## src/rtl/dq_tablo_yonetici_pkg.sv

```systemverilog
// Shared constants and type codes for the
// JPEG quantization table manager.
package dq_tablo_yonetici_pkg;

  localparam int TABLO_SAYISI   = 4;
  localparam int DQ_TABLO_BIT   = 8;
  localparam int BLOCK_AREA     = 64;
  localparam int BLOCK_AREA_BIT = 6;

  localparam logic HIGH = 1'b1;
  localparam logic LOW  = 1'b0;

  typedef enum logic [1:0] {
    BOSTA = 2'd0,
    YUKLE = 2'd1,
    ATLA  = 2'd2
  } durum_t;

  typedef enum logic [1:0] {
    Y  = 2'd0,
    CB = 2'd1,
    CR = 2'd2
  } bilesen_t;

endpackage

```

## src/rtl/dq_tablo_yonetici_zigzag_sira_rom.sv

```systemverilog
// Zigzag scan position to natural
// (row*8+col) coefficient index.
module zigzag_sira_rom
  import dq_tablo_yonetici_pkg::*;
(
  input  logic [BLOCK_AREA_BIT-1:0] zz_i,
  output logic [BLOCK_AREA_BIT-1:0] nat_o
);

  localparam logic [5:0] NAT [64] = '{
     0,  1,  8, 16,  9,  2,  3, 10,
    17, 24, 32, 25, 18, 11,  4,  5,
    12, 19, 26, 33, 40, 48, 41, 34,
    27, 20, 13,  6,  7, 14, 21, 28,
    35, 42, 49, 56, 57, 50, 43, 36,
    29, 22, 15, 23, 30, 37, 44, 51,
    58, 59, 52, 45, 38, 31, 39, 46,
    53, 60, 61, 54, 47, 55, 62, 63
  };

  assign nat_o = NAT[zz_i];

endmodule

```

## src/rtl/dq_tablo_yonetici.sv

```systemverilog
// DQT loader, 4 table banks and MCU component
// sequencer feeding the dequantizer lookup.
module dq_tablo_yonetici
  import dq_tablo_yonetici_pkg::*;
(
  input  logic       clk_i,
  input  logic       rstn_i,
  input  logic [7:0] dqt_veri_i,
  input  logic       dqt_gecerli_i,
  input  logic       dqt_segment_son_i,
  output logic       dqt_hazir_o,
  input  logic       dekod_aktif_i,
  input  logic       yeni_cerceve_i,
  input  logic [1:0] bilesen_sayisi_i,
  input  logic [2:0] mcu_y_blok_i,
  input  logic [5:0] bilesen_tablo_i,
  input  logic       blk_gecerli_i,
  input  logic       blk_hazir_i,
  input  logic       blk_son_i,
  input  logic [5:0] dq_index_i,
  output logic [7:0] dq_katsayi_o,
  output logic [1:0] aktif_bilesen_o,
  output logic [1:0] aktif_tablo_o,
  output logic [3:0] tablo_gecerli_o,
  output logic       dq_hata_o
);

  durum_t     durum_q, durum_d;
  logic [1:0] tq_q, tq_d;
  logic [5:0] k_q, k_d;
  logic [3:0] gecerli_q, gecerli_d;
  logic       hata_q, hata_d;
  logic       seg_ici_q, seg_ici_d;
  logic       kabul, yaz;
  logic [5:0] nat;

  logic [DQ_TABLO_BIT-1:0] bank_q [TABLO_SAYISI][BLOCK_AREA];

  bilesen_t   bilesen_q, bilesen_d;
  logic [2:0] ysay_q, ysay_d;
  logic [2:0] ymax;
  logic       blk_bitti;
  logic [1:0] tablo;

  assign dqt_hazir_o = rstn_i & ~dekod_aktif_i;
  assign kabul       = dqt_gecerli_i & dqt_hazir_o;

  zigzag_sira_rom u_zz (
    .zz_i  (k_q),
    .nat_o (nat)
  );

  always_comb begin
    durum_d   = durum_q;
    tq_d      = tq_q;
    k_d       = k_q;
    gecerli_d = gecerli_q;
    hata_d    = hata_q;
    seg_ici_d = seg_ici_q;
    yaz       = LOW;
    if (kabul) begin
      seg_ici_d = ~dqt_segment_son_i;
      unique case (durum_q)
        BOSTA: begin
          // first byte of a fresh segment drops the old error
          if (!seg_ici_q) hata_d = LOW;
          if (dqt_segment_son_i) begin
            hata_d = HIGH;
          end else if (dqt_veri_i[7:4] != 4'd0 ||
                       dqt_veri_i[3:2] != 2'd0) begin
            hata_d  = HIGH;
            durum_d = ATLA;
          end else begin
            tq_d                       = dqt_veri_i[1:0];
            k_d                        = '0;
            gecerli_d[dqt_veri_i[1:0]] = LOW;
            durum_d                    = YUKLE;
          end
        end
        YUKLE: begin
          yaz = HIGH;
          k_d = k_q + 6'd1;
          if (k_q == 6'd63) begin
            gecerli_d[tq_q] = HIGH;
            durum_d         = BOSTA;
          end else if (dqt_segment_son_i) begin
            hata_d  = HIGH;
            durum_d = BOSTA;
          end
        end
        ATLA: begin
          if (dqt_segment_son_i) durum_d = BOSTA;
        end
        default: durum_d = BOSTA;
      endcase
    end
  end

  always_ff @(posedge clk_i or negedge rstn_i) begin
    if (!rstn_i) begin
      durum_q   <= BOSTA;
      tq_q      <= '0;
      k_q       <= '0;
      gecerli_q <= '0;
      hata_q    <= LOW;
      seg_ici_q <= LOW;
    end else begin
      durum_q   <= durum_d;
      tq_q      <= tq_d;
      k_q       <= k_d;
      gecerli_q <= gecerli_d;
      hata_q    <= hata_d;
      seg_ici_q <= seg_ici_d;
    end
  end

  always_ff @(posedge clk_i) begin
    if (yaz) bank_q[tq_q][nat] <= dqt_veri_i;
  end

  assign blk_bitti = blk_gecerli_i & blk_hazir_i & blk_son_i;
  assign ymax      = (mcu_y_blok_i == 3'd0) ? 3'd1 : mcu_y_blok_i;

  always_comb begin
    bilesen_d = bilesen_q;
    ysay_d    = ysay_q;
    if (yeni_cerceve_i) begin
      bilesen_d = Y;
      ysay_d    = '0;
    end else if (blk_bitti) begin
      if (bilesen_sayisi_i == 2'd3) begin
        unique case (bilesen_q)
          Y: begin
            if (ysay_q + 3'd1 >= ymax) begin
              bilesen_d = CB;
              ysay_d    = '0;
            end else begin
              ysay_d = ysay_q + 3'd1;
            end
          end
          CB: bilesen_d = CR;
          CR: begin
            bilesen_d = Y;
            ysay_d    = '0;
          end
          default: begin
            bilesen_d = Y;
            ysay_d    = '0;
          end
        endcase
      end else begin
        bilesen_d = Y;
        ysay_d    = '0;
      end
    end
  end

  always_ff @(posedge clk_i or negedge rstn_i) begin
    if (!rstn_i) begin
      bilesen_q <= Y;
      ysay_q    <= '0;
    end else begin
      bilesen_q <= bilesen_d;
      ysay_q    <= ysay_d;
    end
  end

  always_comb begin
    tablo = 2'd0;
    unique case (bilesen_q)
      Y:       tablo = bilesen_tablo_i[1:0];
      CB:      tablo = bilesen_tablo_i[3:2];
      CR:      tablo = bilesen_tablo_i[5:4];
      default: tablo = 2'd0;
    endcase
  end

  assign aktif_bilesen_o = bilesen_q;
  assign aktif_tablo_o   = tablo;
  assign tablo_gecerli_o = gecerli_q;
  assign dq_hata_o       = hata_q;
  assign dq_katsayi_o    = gecerli_q[tablo] ?
                           bank_q[tablo][dq_index_i] : 8'd1;

endmodule

```

## config.mk

```make
export PLATFORM = sky130hd
export DESIGN_NAME = dq_tablo_yonetici
export DESIGN_NICKNAME = d
export VERILOG_FILES = /design/src/rtl/dq_tablo_yonetici_pkg.sv /design/src/rtl/dq_tablo_yonetici_zigzag_sira_rom.sv /design/src/rtl/dq_tablo_yonetici.sv
export SDC_FILE = /design/constraint.sdc
export NUM_CORES = 2
export LEC_CHECK = 0
export CORE_ASPECT_RATIO = 1.4
export CORE_MARGIN = 5
export CORE_UTILIZATION = 30
export CTS_BUF_LIST = sky130_fd_sc_hd__clkbuf_2 sky130_fd_sc_hd__clkbuf_4 sky130_fd_sc_hd__clkbuf_8
export DETAILED_ROUTE_END_ITERATION = 6
export PLACE_DENSITY = 0.49
export REMOVE_ABC_BUFFERS = 1
export SLEW_MARGIN = 30
export SYNTH_ARGS = -nofsm -noshare
export SYNTH_HDL_FRONTEND = slang
export SYNTH_SLANG_ARGS = --single-unit
```

## constraint.sdc

```tcl
create_clock -name clk_i -period 9.7 [get_ports clk_i]
set_input_delay 1.94 -clock clk_i [delete_from_list [all_inputs] [get_ports clk_i]]
set_output_delay 1.94 -clock clk_i [all_outputs]
set_load 0.005 [all_outputs]
```

======== Word-level counts from Yosys, hierarchy flattened ========
Memory sizes are Yosys's and may differ from the RTL's.
Cells that the tools add are included.
word-level totals
  bits in registers ....................... 21
  memory bits (writable) .................. 2,048
  bits in read-only memories .............. 384
  input bits .............................. 34
  output and inout port bits .............. 18
  memories ................................ 2
memory list
  name             words  bits a word  read ports  clocked after memory_dff  wr ports  RTL line                                 RTL
  bank_q           4      512          1           0                         1         dq_tablo_yonetici.sv:37                  logic [DQ_TABLO_BIT-1:0] bank_q [TABLO_SAYISI][BLOCK_AREA];
  (no name shown)  64     6            1           0                         0         dq_tablo_yonetici_zigzag_sira_rom.sv:21  assign nat_o = NAT[zz_i];
cells by class
  $add $sub $neg .......................... 2
  magnitude comparators ................... 10
  eq/ne operators ......................... 14
  multiplexer cells ....................... 48
  bitwise gates (word level) .............. 13
  reduce and logical (&&, ||, !) cells .... 18
operators by type and width
  operator               number
  $mux W512              1
  $bmux W8 S6            1
  $demux W8 S6           1
  $mux W8                4
  $mux W6                4
  $ge A7 B7 Y1 const B   3
  $not A6 Y7             3
  $mux W2                8
  $mux W3                5
  $mux W4                3
  $pmux W2 S3            2
  $pmux W6 S2            1
  $mux W1                11
  $ne A2 B2 Y1 const B   5
  $reduce_and A5 Y1      2
  $lt A2 B3 Y1 const B   3
  $ne A4 B4 Y1 const B   2
  $pmux W4 S2            1
  $reduce_and A4 Y1      2
  $lt A7 B1 Y1 const B   1
  $add A6 B1 Y6 const B  1
  $eq A2 B2 Y1 const B   3
  $eq A6 B6 Y1 const B   1
  $pmux W3 S2            1
  other kinds (21)       36

======== Logic depth before layout (Yosys ltp) ========
  word-level depth ........................ 10
  gate-level depth with buffers ........... 16
  gate-level depth less buffers ........... 11

======== Modules after synthesis ========
A second synthesis with hierarchy kept.
second synthesis, totals
  cells, all modules ...................... 5,896
  area total of the unflattened synthesis .. 84,840.1 µm²
by module, submodules not included
  module             times used  cells an instance  area each (µm²)  seq. area each (µm²)
  dq_tablo_yonetici  1           5,788              84,043.1         62,024.5
  zigzag_sira_rom    1           108                797.0            0.0

======== Least setup slack after synthesis ========
No wires, ideal clock.
  path type ............................... input -> output
  start ................................... input port dq_index_i[0]
  end ..................................... output port dq_katsayi_o[7]
  arrival ................................. 4,215 ps
  data required time ...................... 7,760 ps
  slack ................................... 3,545 ps
  stages on the path ...................... 12
  path through ............................ buf_2 nor2b_1 a22o_1 buf_2 buf_1 clkbuf_1 clkbuf_1 nand3_1 nand4_1 nand4_1 o211ai_1 o311ai_0
between the ends
  word-level cells in the longest chain between the ends .. 5
RTL lines
  element                                      RTL line                  RTL
  from (decl)                                  dq_tablo_yonetici.sv:20   input logic [5:0] dq_index_i,
  $not A6 Y7 (not written as such)             dq_tablo_yonetici.sv:183  bank_q[tablo][dq_index_i] : 8'd1;
  $bmux W8 S6                                  dq_tablo_yonetici.sv:183
  $mux W8 (not written as such) (2 in series)  dq_tablo_yonetici.sv:183
  $mux W8                                      dq_tablo_yonetici.sv:182  assign dq_katsayi_o = gecerli_q[tablo] ?
  to (decl)                                    dq_tablo_yonetici.sv:21   output logic [7:0] dq_katsayi_o,
Every way passes these cells. The select of a mux whose other input is x is not followed.

======== Worst setup path in the final report ========
  start ................................... input port bilesen_tablo_i[0]
  end ..................................... output port dq_katsayi_o[1]
between the ends
  word-level cells in the longest chain between the ends .. 6
RTL lines
  element                                      RTL line                  RTL
  from (decl)                                  dq_tablo_yonetici.sv:16   input logic [5:0] bilesen_tablo_i,
  $pmux W2 S3 (*)                              dq_tablo_yonetici.sv:170  unique case (bilesen_q)
  $mem_v2 Z4 W512                              n/a
  $bmux W8 S6                                  dq_tablo_yonetici.sv:183
  $mux W8 (not written as such) (2 in series)  dq_tablo_yonetici.sv:183
  $mux W8 (*)                                  dq_tablo_yonetici.sv:182
Every way passes the cells marked *; elsewhere a longest branch is shown, timed or not. The select of a mux whose other input is x is not followed.

==> flow_metrics.tcl <==
set metrics [dict create \
    cp-start-kind "primary input" \
    rsz0062_at_grt "no" \
    clockBufferDepth 4 \
    internal_power_mw 13.9 \
    dieArea_um2 288000 \
    synth_top_flop_cell "edfxtp_1" \
    clock-root-buffer "clkbuf_8" \
    finalHoldViolations 0 \
    worstHoldPathType "reg2reg" \
    post_cts_buffers 0 \
    antenna_found_initial 12 \
    p_comb_frac 0.082 \
    grt_pass1_wl_um 387000 \
    grt_overflow_total 0 \
    finalCritPeriodShare 0.940 \
    synthTopCellsByCount "edfxtp_1 (2048), nand2_1 (1085), nand3_1 (351)" \
    arrival_ps 7180 \
    fp.dieW_um 455 \
    grt_pass1_vias 51200 \
    fillers 26600 \
    drtIter0Drc 4678 \
    power_leakage_nw 30.4 \
    whs_endpoint "seg_ici_q" \
    num_rows 228 \
    grt_max_degree 188 \
    netlist.area_leader.share 0.739 \
    via_per_inst 5.25 \
    crit_required_ps 7760 \
    crit_type "in2out" \
    reg2reg_depth 11 \
    route.vias.total 51100 \
    final_util 0.344 \
    hp-start "seg_ici_q" \
    slew_headroom 0.307 \
    clkTransAtPathRegs_ps 60 \
    area_delta_synth_final_pct 14.0 \
    drtAntennaViolNets 0 \
    cap_violations 0 \
    cts_num_sinks 2069 \
    wl_um 274000 \
    drv_slew 0 \
    synth_area_um2 83200 \
    dpl.hpwl_um 171000 \
    synth_edf_count 2048 \
    power_mw 18.5 \
    p_seq_frac 0.532 \
    whs_path_depth 2 \
    num_io_pins 52 \
    r2r_end "bank_q[3][4]" \
    avgSynthCellArea_um2 14.8 \
    dp.cells 9181 \
    power_density_nw_per_um2 195 \
    htree_num_levels 5 \
    timing.hold.ws_ps 485 \
    cp_max_fo 58 \
    post_drt_wl_per_cell_um 28.2 \
    cts_hold_buf 0 \
    synth_seq_area_share 0.745 \
    worst_setup_path_end_kind "output pin" \
    coreArea_um2 276000 \
    switchingPower_mw 4.56 \
    cts_tree "yes" \
    yosysMostFrequentCell "edfxtp_1" \
    worst_pin_slew_ps 1040 \
    ys_warn_count 0 \
    drt_pre_antenna_iters 6 \
    drive_above_1_share 0.156 \
    port_buffers 51 \
    final_nets 5878 \
    setup_violations 0 \
    gr-usage-all-layers 0.186 \
    synth_seq_cells 2069 \
    synth.area.top_cells "edfxtp_1 (74%), nand2_1 (4.9%), mux4_2 (4.0%), nand3_1 (2.1%), mux2i_1 (1.8%)" \
    synth_top_area_cell "edfxtp_1" \
    die_h_um 633 \
    synthDistinctLibCells 79 \
    period_needed_ps 9120 \
    cts.repair.resized 0 \
    r2r-start "k_q[0]" \
    status "complete, no violations" \
    finClkSkew_ps 71.1 \
    pwr-share-clk 0.386 \
    peakVddDrop_uv 108 \
    r2r_setup_slack_ps 3730 \
    clk_latency_ps 960 \
    final_cells 9734 \
    start_util 0.302 \
    ys_async_sr_fraction 0.0101 \
    synth_cells 5614 \
    routabilityCongestion 0.857 \
    numCtsBuffers 319 \
    fmaxAchievable_mhz 110 \
    drc 0 \
    switching_share 0.247 \
]
worst max-delay path by stage:
stage                       startpoint               to  slack, ps  depth (start not counted)
finish              bilesen_tablo_i[0]  dq_katsayi_o[1]        580                         12
global placement    bilesen_tablo_i[0]  dq_katsayi_o[2]         80                         13
floorplan           bilesen_tablo_i[0]  dq_katsayi_o[6]     -26700                          9
global route        bilesen_tablo_i[0]  dq_katsayi_o[1]        620                         12
CTS                 bilesen_tablo_i[0]  dq_katsayi_o[1]        570                         12
detailed placement  bilesen_tablo_i[0]  dq_katsayi_o[1]        610                         12
layout make-up:
type | instances | area (µm²) | share of cell area
Timing Repair Buffer | 246 | 2380 | 0.0251
Tap cell | 3680 | 4600 | 0.0485
Antenna cell | 7 | 17.5 | 0.000185
Inverter | 69 | 274 | 0.00289
Sequential cell | 2069 | 62000 | 0.654
Clock buffer | 415 | 5150 | 0.0543
Clock inverter | 129 | 827 | 0.00871
Multi-Input combinational cell | 3119 | 19600 | 0.207
registers in the layout, indices dropped and copies added (netlist names):
name / count
bank_q: 2048
k_q: 6
tablo_gecerli_o: 4
ysay_q: 3
aktif_bilesen_o: 2
durum_q: 2
tq_q: 2
dq_hata_o: 1
seg_ici_q: 1
metal layers:
layer  vias to the layer above  wire, µm  GRT usage
li1                      22000         -          -
met4                         2     14100     0.0862
met3                       526     16500     0.0291
met5                         -        13          0
met1                     26500    104000      0.223
met2                      2030    140000      0.327
metrics by stage:
step / area, µm² / setup WS, ps / setup TNS, ps
floorplan: 81500 / -26700 / -238180
global placement: 88600 / 79.6 / 0
detailed placement: 88800 / 611 / 0
CTS: 94800 / 575 / 0
global route: 94900 / 624 / 0
finish: 94900 / 584 / 0
critical path: stages:
cell and delay (ps):
clkdlybuf4s50_1 450, mux2_4 310, a21oi_4 620, inv_8 410
buf_12 340, mux4_2 460, o211ai_1 310, nor4b_1 850
a311o_1 420, o311ai_0 230, buf_4 230, clkdlybuf4s50_1 460
logic make-up after synthesis:
kind of cell | Yosys count | share of synthesized area
flops | 2069 | 0.745
simple gates | 1988 | 0.102
compound gates | 804 | 0.0670
buf+inv | 426 | 0.0236
mux | 304 | 0.0588
fa+ha+maj | 20 | 0.00301
xor+xnor | 3 | 0.000316
cell usage in the layout, fill, tap and decap left out, drive strengths merged, types with 32 or more instances in the layout:
cell,count
nor2,331
nand3,351
nand4,124
clkbuf,416
edfxtp,2048
o211ai,116
a32oi,32
a221oi,59
o21ai,35
clkinv,105
a22oi,62
clkdlybuf4s50,39
mux4,147
nand2,1085
buf,206
a21oi,218
a31oi,127
mux2i,150
inv,70
power by group through the flow:
stage	clock network, mW	registers [mW]	logic [mW]
2_1_floorplan	0	10.0	0.840
3_3_place_gp	0	10.0	1.52
3_5_place_dp	0	10.0	1.53
4_1_cts	7.29	9.83	1.53
5_1_grt	7.68	9.83	1.60
6_report	7.14	9.83	1.52
Power figures use the tool's default switching activity.
